**src/rtl/cache_port_arbiter.sv**
```systemverilog
// rtl/cache_port_arbiter.sv - round-robin arbiter sharing one cache lookup port between requesters
module cache_port_arbiter #(
    parameter int NUM_REQ    = 2,
    parameter int ADDR_WIDTH = 32,
    parameter int CNT_WIDTH  = 16,
    localparam int IDW       = $clog2(NUM_REQ)
) (
    input  logic                          clk,
    input  logic                          reset_n,
    input  logic [NUM_REQ-1:0]            req_valid,
    output logic [NUM_REQ-1:0]            req_ready,
    input  logic [NUM_REQ*ADDR_WIDTH-1:0] req_addr,
    input  logic [NUM_REQ*8-1:0]          req_wdata,
    input  logic [NUM_REQ-1:0]            req_we,
    output logic                          resp_valid,
    input  logic                          resp_ready,
    output logic [IDW-1:0]                resp_id,
    output logic [7:0]                    resp_rdata,
    output logic                          resp_hit,
    output logic [ADDR_WIDTH-1:0]         cache_addr,
    output logic [7:0]                    cache_wr_data,
    output logic                          cache_wr_en,
    input  logic [7:0]                    cache_rd_data,
    input  logic                          cache_hit,
    input  logic                          cache_miss,
    output logic [CNT_WIDTH-1:0]          hit_count,
    output logic [CNT_WIDTH-1:0]          miss_count,
    output logic                          busy
);

    typedef enum logic [1:0] {
        IDLE    = 2'd0,
        ISSUE   = 2'd1,
        CAPTURE = 2'd2,
        RESP    = 2'd3
    } state_t;

    state_t                  state_q, state_d;
    logic [IDW-1:0]          rr_ptr_q, rr_ptr_d;
    logic [ADDR_WIDTH-1:0]   addr_q, addr_d;
    logic [7:0]              wdata_q, wdata_d;
    logic                    we_q, we_d;
    logic [IDW-1:0]          resp_id_q, resp_id_d;
    logic [7:0]              resp_rdata_q, resp_rdata_d;
    logic                    resp_hit_q, resp_hit_d;
    logic [CNT_WIDTH-1:0]    hit_q, hit_d;
    logic [CNT_WIDTH-1:0]    miss_q, miss_d;

    logic                    grant_found;
    logic [IDW-1:0]          grant_idx;
    int                      cand;

    // Round-robin search: first valid requester after the last winner, wrapping once.
    always_comb begin
        grant_found = 1'b0;
        grant_idx   = '0;
        cand        = 0;
        for (int k = 1; k <= NUM_REQ; k++) begin
            cand = int'(rr_ptr_q) + k;
            if (cand >= NUM_REQ) begin
                cand = cand - NUM_REQ;
            end
            if (!grant_found && req_valid[cand]) begin
                grant_found = 1'b1;
                grant_idx   = IDW'(cand);
            end
        end
    end

    // Next-state and datapath updates for the IDLE/ISSUE/CAPTURE/RESP sequence.
    always_comb begin
        state_d      = state_q;
        rr_ptr_d     = rr_ptr_q;
        addr_d       = addr_q;
        wdata_d      = wdata_q;
        we_d         = we_q;
        resp_id_d    = resp_id_q;
        resp_rdata_d = resp_rdata_q;
        resp_hit_d   = resp_hit_q;
        hit_d        = hit_q;
        miss_d       = miss_q;
        req_ready    = '0;
        case (state_q)
            IDLE: begin
                if (grant_found) begin
                    req_ready[grant_idx] = 1'b1;
                    addr_d    = req_addr[grant_idx*ADDR_WIDTH +: ADDR_WIDTH];
                    wdata_d   = req_wdata[grant_idx*8 +: 8];
                    we_d      = req_we[grant_idx];
                    rr_ptr_d  = grant_idx;
                    resp_id_d = grant_idx;
                    state_d   = ISSUE;
                end
            end
            ISSUE: begin
                state_d = CAPTURE;
            end
            CAPTURE: begin
                // Cache outputs are registered, so they now reflect the ISSUE-cycle lookup.
                resp_hit_d   = cache_hit;
                resp_rdata_d = we_q ? 8'h00 : cache_rd_data;
                if (cache_hit && (hit_q != {CNT_WIDTH{1'b1}})) begin
                    hit_d = hit_q + CNT_WIDTH'(1);
                end
                if (cache_miss && (miss_q != {CNT_WIDTH{1'b1}})) begin
                    miss_d = miss_q + CNT_WIDTH'(1);
                end
                state_d = RESP;
            end
            RESP: begin
                if (resp_ready) begin
                    state_d = IDLE;
                end
            end
            default: begin
                state_d = IDLE;
            end
        endcase
    end

    // State and datapath registers; reset clears everything and points rr_ptr at the last index.
    always_ff @(posedge clk or negedge reset_n) begin
        if (!reset_n) begin
            state_q      <= IDLE;
            rr_ptr_q     <= IDW'(NUM_REQ - 1);
            addr_q       <= '0;
            wdata_q      <= '0;
            we_q         <= 1'b0;
            resp_id_q    <= '0;
            resp_rdata_q <= '0;
            resp_hit_q   <= 1'b0;
            hit_q        <= '0;
            miss_q       <= '0;
        end else begin
            state_q      <= state_d;
            rr_ptr_q     <= rr_ptr_d;
            addr_q       <= addr_d;
            wdata_q      <= wdata_d;
            we_q         <= we_d;
            resp_id_q    <= resp_id_d;
            resp_rdata_q <= resp_rdata_d;
            resp_hit_q   <= resp_hit_d;
            hit_q        <= hit_d;
            miss_q       <= miss_d;
        end
    end

    // The cache looks up every cycle; outside ISSUE it replays the latched address as a read.
    always_comb begin
        cache_addr    = addr_q;
        cache_wr_en   = 1'b0;
        cache_wr_data = 8'h00;
        if (state_q == ISSUE) begin
            cache_wr_en   = we_q;
            cache_wr_data = wdata_q;
        end
    end

    assign resp_valid = (state_q == RESP);
    assign resp_id    = resp_id_q;
    assign resp_rdata = resp_rdata_q;
    assign resp_hit   = resp_hit_q;
    assign hit_count  = hit_q;
    assign miss_count = miss_q;
    assign busy       = (state_q != IDLE);

endmodule

```
**config.mk**
```make
export PLATFORM = sky130hd
export DESIGN_NAME = cache_port_arbiter
export DESIGN_NICKNAME = d
export VERILOG_FILES = /design/src/rtl/cache_port_arbiter.sv
export SDC_FILE = /design/constraint.sdc
export NUM_CORES = 1
export LEC_CHECK = 0
export ABC_AREA = 0
export ABC_CLOCK_PERIOD_IN_PS = 2220
export CAP_MARGIN = 0
export CORE_MARGIN = 4
export CORE_UTILIZATION = 41
export DETAILED_ROUTE_END_ITERATION = 12
export PLACE_DENSITY = 0.81
export SLEW_MARGIN = 30
export SYNTH_ARGS = -nofsm -noshare
export SYNTH_HDL_FRONTEND = slang
export SYNTH_SLANG_ARGS = --single-unit
```
**constraint.sdc**
```tcl
create_clock -name clk -period 2.22 [get_ports clk]
set_clock_uncertainty 0.2 [all_clocks]
set_input_delay 0.555 -clock clk [delete_from_list [all_inputs] [get_ports clk]]
set_output_delay 0.555 -clock clk [all_outputs]
set_load 0.1 [all_outputs]
```
==> out/results.ini <==
[run_status]
status=completed

[hold_path]
worstHoldStart=wdata_q[7]
hp-class=register to register

[critical_path]
critical_path.max_fanout=9
critPathArrivalTime_ns=1.44
cp-startpoint=state_q[0]
crit_chain=buf_4 -> ha_4 -> and2_4 -> buf_12
cp_num_buf_inv=2
critical_path.top_delay_family=flip-flops
endpoint_kind=output pin
cpMaxStageDelayCell=dfrtp_2
slowest_delay_ns=0.44
r2r-start=state_q[1]
critPathLaunchType=register
crit_type=register to output pin
critPathRequiredTime_ns=1.46
reg2reg_setup_slack_ns=0.15

[layout]
nets=641
syn2layout_area_growth_pct=84.02
diodes=0
drive_above_1_share_pct=33.15
stdcell_count=654

[detailed_routing]
met3_length_um=914
first_pass_iters=8
drc=0
antenna_left=0
topRoutingLayerUsed=met4
wirelength_um=11800
drt-met1-wl_um=4393
routedWlPerCell_um=18.04
drt_iter0_drc=284
viasPerCell=5.399
vias=3531
wl_met2_um=6310

[cts]
cts_tree=built
cts_root_buf=clkbuf_8
cts_inserted_buffers=9
cts_sinks=86
cts.clk_slew.worst_paths_ns=0.08
insertion_delay_ns=0.35
clockBufferDepth=2
htreeDepth=3

[logic_synthesis]
synth-async-reset-ratio_pct=100.0
synthFlopType=dfrtp_1
syn_area_um2=3844
synth_warnings=0
seq_area_frac_synth_pct=56.02
synth_seq_cells=86
yosys.area.top_type=dfrtp_1
yosys.cell_count.top_type=dfrtp_1
syn_nets=443
synth_area_leaders=dfrtp_1 55%, a222oi_1 9.6%, xnor2_1 5.0%, inv_1 4.9%, nand2_1 2.1%
yosysUniqueCellTypes=42
synthTopCellsByCount=85 x dfrtp_1, 50 x inv_1, 37 x a222oi_1
netlist_instances=340
synth_enable_flop_cells=0
syn_avg_cell_area_um2=11.30
synthDominantCellAreaShare_pct=55.34

[die]
fp.dieH_um=104.8
initial_utilization_pct=41.80
die_area_um2=10990
io_pins=184
core-area_um2=9196
die_w_um=104.8
rows=35

[global_route]
grt_use_total_pct=21.96
grt_max_degree=49
gr-total-overflow=0
grt_pass1_wl_um=19290
grt_pass1_vias=3781
antenna_found_initial=0

[timing]
fin_crit_ns=2.199
finalHoldViolCount=0
slew-limit-headroom_pct=71.63
finalSetupViolCount=0
tns_ns=0
clock.fmax_mhz=454.8
worst_pin_slew_ns=0.4247
holdWs_ns=0.3087
rsz0062_at_grt=yes
min_period_over_period_pct=99.05
drv_slew=0

[place]
place_congestion=0.8219
place_inst=633
io_buffer_count=183
hpwlAfterDp_um=9193

[power_and_ir_drop]
cellPowerDensity_nw_per_um2=1707
peakVddDrop_mv=1.372
p_leak_nw=3.175

[run]
drv_cap=0

kinds of logic (layout without fill, tap and decap cells):
logic type                 after synthesis  after routing  synth area share (%)
xor gates and xnor gates                28             28                 6.380
DFF                                     86             86                 56.02
muxes                                    6              6                 1.725
AOI/OAI and AO/OA                       63             63                 14.03
adders and majority gates                6              6                 1.953
buffers and inverters                   65            268                 6.934
and+or+nand+nor                         86             86                 12.96
routing by layer:
metal	GRT usage (%)	up-vias
li1	-	1620
met1	24.58	1741
met2	40.19	158
met3	6.300	12
met4	6.654	0
met5	0	-
worst register-to-register path, stage by stage (launching register included):
cell and delay (ns):
dfrtp_1 0.36, buf_4 0.11, buf_4 0.09, ha_1 0.23, nand2_1 0.21, nor4_2 0.46
nand3_1 0.15, xnor2_1 0.15
stage by stage:
step / worst slack [ns] / power, mW / util (%) / cell area (µm²)
2_1_floorplan: 0.01012 / 7.617 / - / 3882
3_3_place_gp: -0.2873 / 10.73 / 73.89 / 6795
3_5_place_dp: -0.3441 / 10.88 / 73.89 / 6795
4_1_cts: -0.02752 / 12.14 / 76.91 / 7073
5_1_grt: -0.03529 / 12.53 / 76.91 / 7073
6_report: 0.02105 / 12.07 / 76.91 / 7073
what timing repair did:
action / CTS / global route
hold endpoints to repair: 17 / 0
endpoints found under the setup margin: 12 / 11
hold buffers: 1 / 0
setup buffers: 3 / 1
resized for setup: 20 / 4
pin swaps: 2 / 2
sequential cells by signal (all words and copies together) (netlist names):
name / cells
cache_addr: 32
hit_count: 16
miss_count: 16
resp_rdata: 8
wdata_q: 8
state_q: 2
resp_hit: 1
resp_id: 1
rr_ptr_q: 1
we_q: 1
path summary, 6_finish.rpt:
kind / end / depth (start not counted)
hold / removal: wdata_q[7] / 2
setup reg to reg: miss_count[15] / 7
min in group asynchronous: resp_rdata[0] / 2
max in group asynchronous: cache_addr[7] / 3
hold reg to reg: wdata_q[7] / 2
setup / recovery: cache_wr_data[5] / 4
cells in the final DEF (no fill, tap or decap), types with 2 or more instances in the layout:
cell type and instances:
buf_4 16, o21ai_0 13, a21oi_1 5, nor2b_1 2, buf_12 90, inv_1 48
nor4_2 2, clkinv_4 2, a21o_1 2, inv_2 2, nor2_1 6, dfrtp_2 29
nand4_1 9, nand3_1 16, a222oi_1 37, clkbuf_8 9, clkbuf_2 2, clkbuf_1 2
and3_1 6, xor2_1 6, clkdlybuf4s50_1 93, xnor2_1 22, nand2_1 22, and2_4 10
dfrtp_1 56, ha_1 4, ha_4 2, mux2i_1 4
layout make-up:
class / count / area, µm²
Clock buffer: 11 / 131.4
Fill cell: 562 / 2123
Clock inverter: 5 / 60.06
Timing Repair Buffer: 202 / 2873
Tap cell: 111 / 138.9
Multi-Input combinational cell: 189 / 1493
Inverter: 50 / 187.7
Sequential cell: 86 / 2190
where the power goes:
part           total, mW  internal (mW)  switching [mW]
registers           2.82           2.16           0.654
clock network       1.09          0.524           0.562
logic               8.17           3.02            5.15
total               12.1           5.71            6.37
No activity file was read; power rests on OpenSTA's default activity.
